`src/rtl/systolic_pkg.sv`:
```
// Constants shared by the systolic array, result RAM and result reader.
// RESULT_READER_CHECKSUM_EN adds the CSUM state to the reader FSM.
package systolic_pkg;

  localparam int ADDR_W = 14;
  localparam int DATA_W = 8;

  typedef enum logic [2:0] {
    S_IDLE,
    S_READ,
    S_CAPTURE,
    S_SEND,
`ifdef RESULT_READER_CHECKSUM_EN
    S_CSUM,
`endif
    S_DONE
  } rr_state_e;

endpackage

```
`src/rtl/result_reader_if.sv`:
```
// Result RAM read port plus UART TX byte stream.
// master = result_reader, slave = RAM/UART side.
interface result_reader_if #(
  parameter int ADDR_W = systolic_pkg::ADDR_W,
  parameter int DATA_W = systolic_pkg::DATA_W
);

  logic [ADDR_W-1:0] rs;
  logic              re;
  logic [DATA_W-1:0] rd_data;
  logic [DATA_W-1:0] tx_data;
  logic              tx_valid;
  logic              tx_ready;

  modport master (
    output rs, re, tx_data, tx_valid,
    input  rd_data, tx_ready
  );

  modport slave (
    input  rs, re, tx_data, tx_valid,
    output rd_data, tx_ready
  );

endinterface

```
`src/rtl/result_reader.sv`:
```
// Drains NUM_WORDS result bytes from RAM to the UART TX stream.
// RESULT_READER_CHECKSUM_EN appends a mod-256 checksum byte.
module result_reader #(
  parameter int ADDR_W = systolic_pkg::ADDR_W,
  parameter int DATA_W = systolic_pkg::DATA_W,
  parameter logic [ADDR_W-1:0] BASE_ADDR = '0,
  parameter int NUM_WORDS = 64
) (
  input  logic            clk,
  input  logic            rst_n,
  input  logic            sys_finish,
  result_reader_if.master bus,
  output logic            busy,
  output logic            done
);

  import systolic_pkg::*;

  localparam logic [ADDR_W-1:0] LAST = ADDR_W'(NUM_WORDS - 1);

  rr_state_e         state_q;
  logic [ADDR_W-1:0] rs_q;
  logic [ADDR_W-1:0] cnt_q;
  logic              re_q;
  logic [DATA_W-1:0] tx_data_q;
  logic              tx_valid_q;
  logic              busy_q;
  logic              done_q;
  logic              last;
`ifdef RESULT_READER_CHECKSUM_EN
  logic [7:0]        acc_q;
`endif

  assign last = (cnt_q == LAST);

  always_ff @(posedge clk) begin
    if (!rst_n) begin
      state_q    <= S_IDLE;
      rs_q       <= '0;
      cnt_q      <= '0;
      re_q       <= 1'b0;
      tx_data_q  <= '0;
      tx_valid_q <= 1'b0;
      busy_q     <= 1'b0;
      done_q     <= 1'b0;
`ifdef RESULT_READER_CHECKSUM_EN
      acc_q      <= '0;
`endif
    end else begin
      re_q   <= 1'b0;
      done_q <= 1'b0;
      unique case (state_q)
        S_IDLE: begin
          if (sys_finish) begin
            state_q <= S_READ;
            rs_q    <= BASE_ADDR;
            cnt_q   <= '0;
            re_q    <= 1'b1;
            busy_q  <= 1'b1;
`ifdef RESULT_READER_CHECKSUM_EN
            acc_q   <= '0;
`endif
          end
        end
        S_READ: begin
          state_q <= S_CAPTURE;
        end
        S_CAPTURE: begin
          tx_data_q  <= bus.rd_data;
          tx_valid_q <= 1'b1;
          state_q    <= S_SEND;
        end
        S_SEND: begin
          if (bus.tx_ready) begin
            tx_valid_q <= 1'b0;
`ifdef RESULT_READER_CHECKSUM_EN
            acc_q      <= acc_q + 8'(tx_data_q);
`endif
            if (last) begin
`ifdef RESULT_READER_CHECKSUM_EN
              // checksum includes the byte being accepted now
              tx_data_q  <= DATA_W'(acc_q + 8'(tx_data_q));
              tx_valid_q <= 1'b1;
              state_q    <= S_CSUM;
`else
              done_q     <= 1'b1;
              state_q    <= S_DONE;
`endif
            end else begin
              rs_q    <= rs_q + 1'b1;
              cnt_q   <= cnt_q + 1'b1;
              re_q    <= 1'b1;
              state_q <= S_READ;
            end
          end
        end
`ifdef RESULT_READER_CHECKSUM_EN
        S_CSUM: begin
          if (bus.tx_ready) begin
            tx_valid_q <= 1'b0;
            done_q     <= 1'b1;
            state_q    <= S_DONE;
          end
        end
`endif
        S_DONE: begin
          busy_q  <= 1'b0;
          state_q <= S_IDLE;
        end
        default: begin
          busy_q  <= 1'b0;
          state_q <= S_IDLE;
        end
      endcase
    end
  end

  assign bus.rs       = rs_q;
  assign bus.re       = re_q;
  assign bus.tx_data  = tx_data_q;
  assign bus.tx_valid = tx_valid_q;
  assign busy         = busy_q;
  assign done         = done_q;

endmodule

```
`src/flat_wrapper.sv`:
```
// flat-port wrapper written by rule: the top's interface ports become plain ports
module result_reader_flat import systolic_pkg::*;
#(
  parameter int ADDR_W = systolic_pkg::ADDR_W,
  parameter int DATA_W = systolic_pkg::DATA_W,
  parameter logic [ADDR_W-1:0] BASE_ADDR = '0,
  parameter int NUM_WORDS = 64
)
  (clk, rst_n, sys_finish, busy, done, bus_rs, bus_re, bus_tx_data, bus_tx_valid, bus_rd_data, bus_tx_ready);
  result_reader_if #(.ADDR_W(ADDR_W), .DATA_W(DATA_W)) bus_i ();
  input  logic clk;
  input  logic rst_n;
  input  logic sys_finish;
  output logic busy;
  output logic done;
  output wire logic [$bits(bus_i.rs)-1:0] bus_rs;
  output wire logic [$bits(bus_i.re)-1:0] bus_re;
  output wire logic [$bits(bus_i.tx_data)-1:0] bus_tx_data;
  output wire logic [$bits(bus_i.tx_valid)-1:0] bus_tx_valid;
  input wire logic [$bits(bus_i.rd_data)-1:0] bus_rd_data;
  input wire logic [$bits(bus_i.tx_ready)-1:0] bus_tx_ready;
  assign bus_rs = bus_i.rs;
  assign bus_re = bus_i.re;
  assign bus_tx_data = bus_i.tx_data;
  assign bus_tx_valid = bus_i.tx_valid;
  assign bus_i.rd_data = bus_rd_data;
  assign bus_i.tx_ready = bus_tx_ready;
  result_reader #(.ADDR_W(ADDR_W), .DATA_W(DATA_W), .BASE_ADDR(BASE_ADDR), .NUM_WORDS(NUM_WORDS)) u_core (.clk(clk), .rst_n(rst_n), .sys_finish(sys_finish), .bus(bus_i), .busy(busy), .done(done));
endmodule
```
`config.mk`:
```
export PLATFORM = sky130hd
export DESIGN_NAME = result_reader_flat
export DESIGN_NICKNAME = d
export VERILOG_FILES = /design/src/rtl/systolic_pkg.sv /design/src/rtl/result_reader_if.sv /design/src/rtl/result_reader.sv /design/src/flat_wrapper.sv
export SDC_FILE = /design/constraint.sdc
export NUM_CORES = 1
export LEC_CHECK = 0
export CORE_MARGIN = 1
export CORE_UTILIZATION = 35
export CTS_CLUSTER_DIAMETER = 150
export DETAILED_ROUTE_END_ITERATION = 12
export SLEW_MARGIN = 40
export SYNTH_ARGS = -nofsm -noshare
export SYNTH_HDL_FRONTEND = slang
export SYNTH_SLANG_ARGS = --single-unit
```
`constraint.sdc`:
```
create_clock -name clk -period 3.28 [get_ports clk]
set_input_delay 0.656 -clock clk [delete_from_list [all_inputs] [get_ports clk]]
set_output_delay 0.656 -clock clk [all_outputs]
set_load 0.005 [all_outputs]
```
==> flow_metrics.env <==
export IMPL_power_density_mw_per_mm2=401.0
export IMPL_num_vias=1735
export IMPL_synth_seq_area_share_pct=41.65
export IMPL_cts_root_buffer="clkbuf_8"
export IMPL_rsz0062_at_grt="no"
export IMPL_hold_path_class="register to register"
export IMPL_synth_async_reset_ratio_pct=0
export IMPL_synth_top_cells_by_area="dfxtp_1 42%, nand2_1 5.1%, mux2i_1 4.8%"
export IMPL_cap_violations=0
export IMPL_die_width_um=78.85
export IMPL_synth_edff_count=0
export IMPL_cts_tree="built"
export IMPL_synthToLayoutAreaGrowth_pct=24.46
export IMPL_netlist_area_leader_share_pct=41.65
export IMPL_ir_drop_mv=0.2331
export IMPL_fin_util_pct=45.87
export IMPL_seqCellArea_um2=860.8
export IMPL_io_pins=38
export IMPL_antenna_found_initial=0
export IMPL_portBuffers=37
export IMPL_r2r_end="u_core.cnt_q[9]$_SDFFE_PN0P_"
export IMPL_fp_row_count=27
export IMPL_worst_slew_pin_slew_ns=0.5163
export IMPL_cp_startpoint="sys_finish"
export IMPL_numCtsBuffers=5
export IMPL_grt_max_degree=19
export IMPL_routabilityCongestion=0.7438
export IMPL_grt_ovfl_total=0
export IMPL_cts_buffer_depth=2
export IMPL_synth_net_count=247
export IMPL_maxClockFrequency_mhz=477.2
export IMPL_ys_flop_type="dfxtp_1"
export IMPL_drt_first_pass_iters=4
export IMPL_clock_sinks=43
export IMPL_yosysTopAreaCell="dfxtp_1"
export IMPL_slew_headroom_pct=65.39
export IMPL_ff2ff_path_depth=6
export IMPL_end_kind="register"
export IMPL_dieArea_mm2=0.006217
export IMPL_cts_setup_buffers=0
export IMPL_grt_pass1_vias=1573
export IMPL_htreeDepth=2
export IMPL_drive_gt1_share_pct=9.259
export IMPL_p_leak_uw=0.0008606
export IMPL_hold_buffers=0
export IMPL_synth_avg_cell_area_um2=8.871
export IMPL_wl_per_cell_um=13.49
export IMPL_drtAntennaViolNets=0
export IMPL_grt_total_usage_pct=15.78
export IMPL_tns_ns=0
export IMPL_cp_arrival_ns=2.27
export IMPL_fin_nets=283
export IMPL_crit_path_start_kind="primary input"
export IMPL_die_h_um=78.85
export IMPL_multi_input_area_mm2=0.001099
export IMPL_critical_path_max_fanout=18
export IMPL_reg2reg_from="u_core.cnt_q[0]$_SDFFE_PN0P_"
export IMPL_outcome="complete, no violations"
export IMPL_cts_resized=0
export IMPL_viasPerCell=5.073
export IMPL_clkTransAtPathRegs_ns=0.08
export IMPL_yosysWarnings=0
export IMPL_final_hold_viol_count=0
export IMPL_start_util_pct=36.86
export IMPL_clk_latency_ns=0.30
export IMPL_wl_mm=4.615
export IMPL_grt_pass1_wl_mm=7.741
export IMPL_hpwl_mm=3.252
export IMPL_layout_common_cells="43 x dfxtp_1, 37 x clkdlybuf4s50_1, 28 x nand2_1, 16 x nor2_1, 15 x nand3_1"
export IMPL_period_share_pct=63.88
export IMPL_coreArea_mm2=0.005608
export IMPL_layout_commonest_cell="dfxtp_1"
export IMPL_timing_final_crit_period_ns=2.095
export IMPL_crit_type="primary input to register"
export IMPL_cp_data_required_time_ns=3.46
export IMPL_fillers=587
export IMPL_setup_violations=0
export IMPL_route_detailed_drc=0
export IMPL_num_antenna_cells=0
export IMPL_synth_seq_cells=43
export IMPL_r2r_slack_ns=1.22
export IMPL_clock_skew_final_ns=0.006561
export IMPL_drv_slew=0
export IMPL_post_synth_inst_count=233
export IMPL_drtIter0Drc=98
export IMPL_cp_endpoint="u_core.cnt_q[9]$_SDFFE_PN0P_"
export IMPL_synthDistinctLibCells=50
export IMPL_syn_area_mm2=0.002067
-- registers in the layout, summed over array words and instances, names as in the netlist --
register / count
u_core.state_q: 3
u_core.bus.tx_valid: 1
u_core.done: 1
u_core.bus.rs: 14
u_core.cnt_q: 14
u_core.bus.tx_data: 8
u_core.bus.re: 1
u_core.busy: 1
-- Yosys cell counts, types with 2 or more instances --
master    count
clkbuf_1      3
buf_2         3
nor4_4        2
and3_1        3
buf_6         4
inv_1         5
ha_1          2
nand2b_1      2
and2_1        2
nand3_1      15
o31ai_1       3
nand4_1       3
dfxtp_1      43
nor3_1        8
o21ai_0      13
a21oi_1      12
nand2_1      28
o21ai_1       7
or3_1         2
nor3b_1       3
a31oi_1       5
nor2b_1       9
nor2_1       16
a22o_1        2
mux2i_1      10
xor2_1        4
-- layer usage --
layer	vias up	GRT usage [%]	routed length (um)
met4	0	5.091	68
met5	-	0	0
li1	899	-	-
met1	793	21.39	2315
met2	34	23.83	1999
met3	9	4.828	232
-- stage by stage --
| stage | total power, uW | setup slack (ns) | std cells | instance area, um2 | hold slack (ns) |
|---|---|---|---|---|---|
| after CTS | 1042 | 1.200 | 342 | 2567 | 0.4777 |
| after floorplan | 629.0 | 1.476 | 233 | 2067 | 0.4553 |
| final | 1032 | 1.185 | 342 | 2572 | 0.4765 |
| after global routing | 1080 | 1.067 | 342 | 2572 | 0.5156 |
| after global placement | 669.6 | 0.9012 | 334 | 2464 | 0.4527 |
| after detailed placement | 671.1 | 0.8880 | 334 | 2464 | 0.4657 |
-- kinds of logic after synthesis --
family | Yosys count | share of synthesized area [%]
xor gates and xnor gates | 5 | 2.119
buffers and inverters | 17 | 5.448
muxes | 10 | 4.843
adders and majority gates | 2 | 1.210
and+or+nand+nor | 104 | 28.51
AOI/OAI and AO/OA | 52 | 16.22
DFF | 43 | 41.65
-- report_power, final --
part	switching [uW]	total (uW)	internal (uW)
clock network	181	373	192
logic	50.5	112	61.3
registers	12.1	547	535
total	244	1030	788
-- final cells by class --
| class | count | share of cell area [%] |
|---|---|---|
| Timing Repair Buffer | 41 | 15.56 |
| Multi-Input combinational cell | 173 | 42.70 |
| Tap cell | 72 | 3.502 |
| Clock buffer | 7 | 3.745 |
| Inverter | 5 | 0.7296 |
| Sequential cell | 43 | 33.46 |
| Clock inverter | 1 | 0.2918 |
-- worst max-delay path: stages --
cell and delay [ns]:
clkdlybuf4s50_1 0.49, or4b_4 0.49, nand2_2 0.20, a21oi_4 0.13, o21ai_0 0.21, o31ai_1 0.09
-- how the worst min path moves through the flow --
stage / startpoint / to / depth (start not counted)
after floorplan: u_core.cnt_q[4]$_SDFFE_PN0P_ / u_core.cnt_q[4]$_SDFFE_PN0P_ / 1
after global routing: u_core.bus.rs[11]$_SDFFE_PN0P_ / u_core.bus.rs[11]$_SDFFE_PN0P_ / 1
after detailed placement: u_core.bus.rs[13]$_SDFFE_PN0P_ / u_core.bus.rs[13]$_SDFFE_PN0P_ / 2
after CTS: u_core.bus.rs[13]$_SDFFE_PN0P_ / u_core.bus.rs[13]$_SDFFE_PN0P_ / 2
final: u_core.bus.rs[13]$_SDFFE_PN0P_ / u_core.bus.rs[13]$_SDFFE_PN0P_ / 2
after global placement: u_core.bus.rs[13]$_SDFFE_PN0P_ / u_core.bus.rs[13]$_SDFFE_PN0P_ / 2
(Power assumes the default switching activity.)
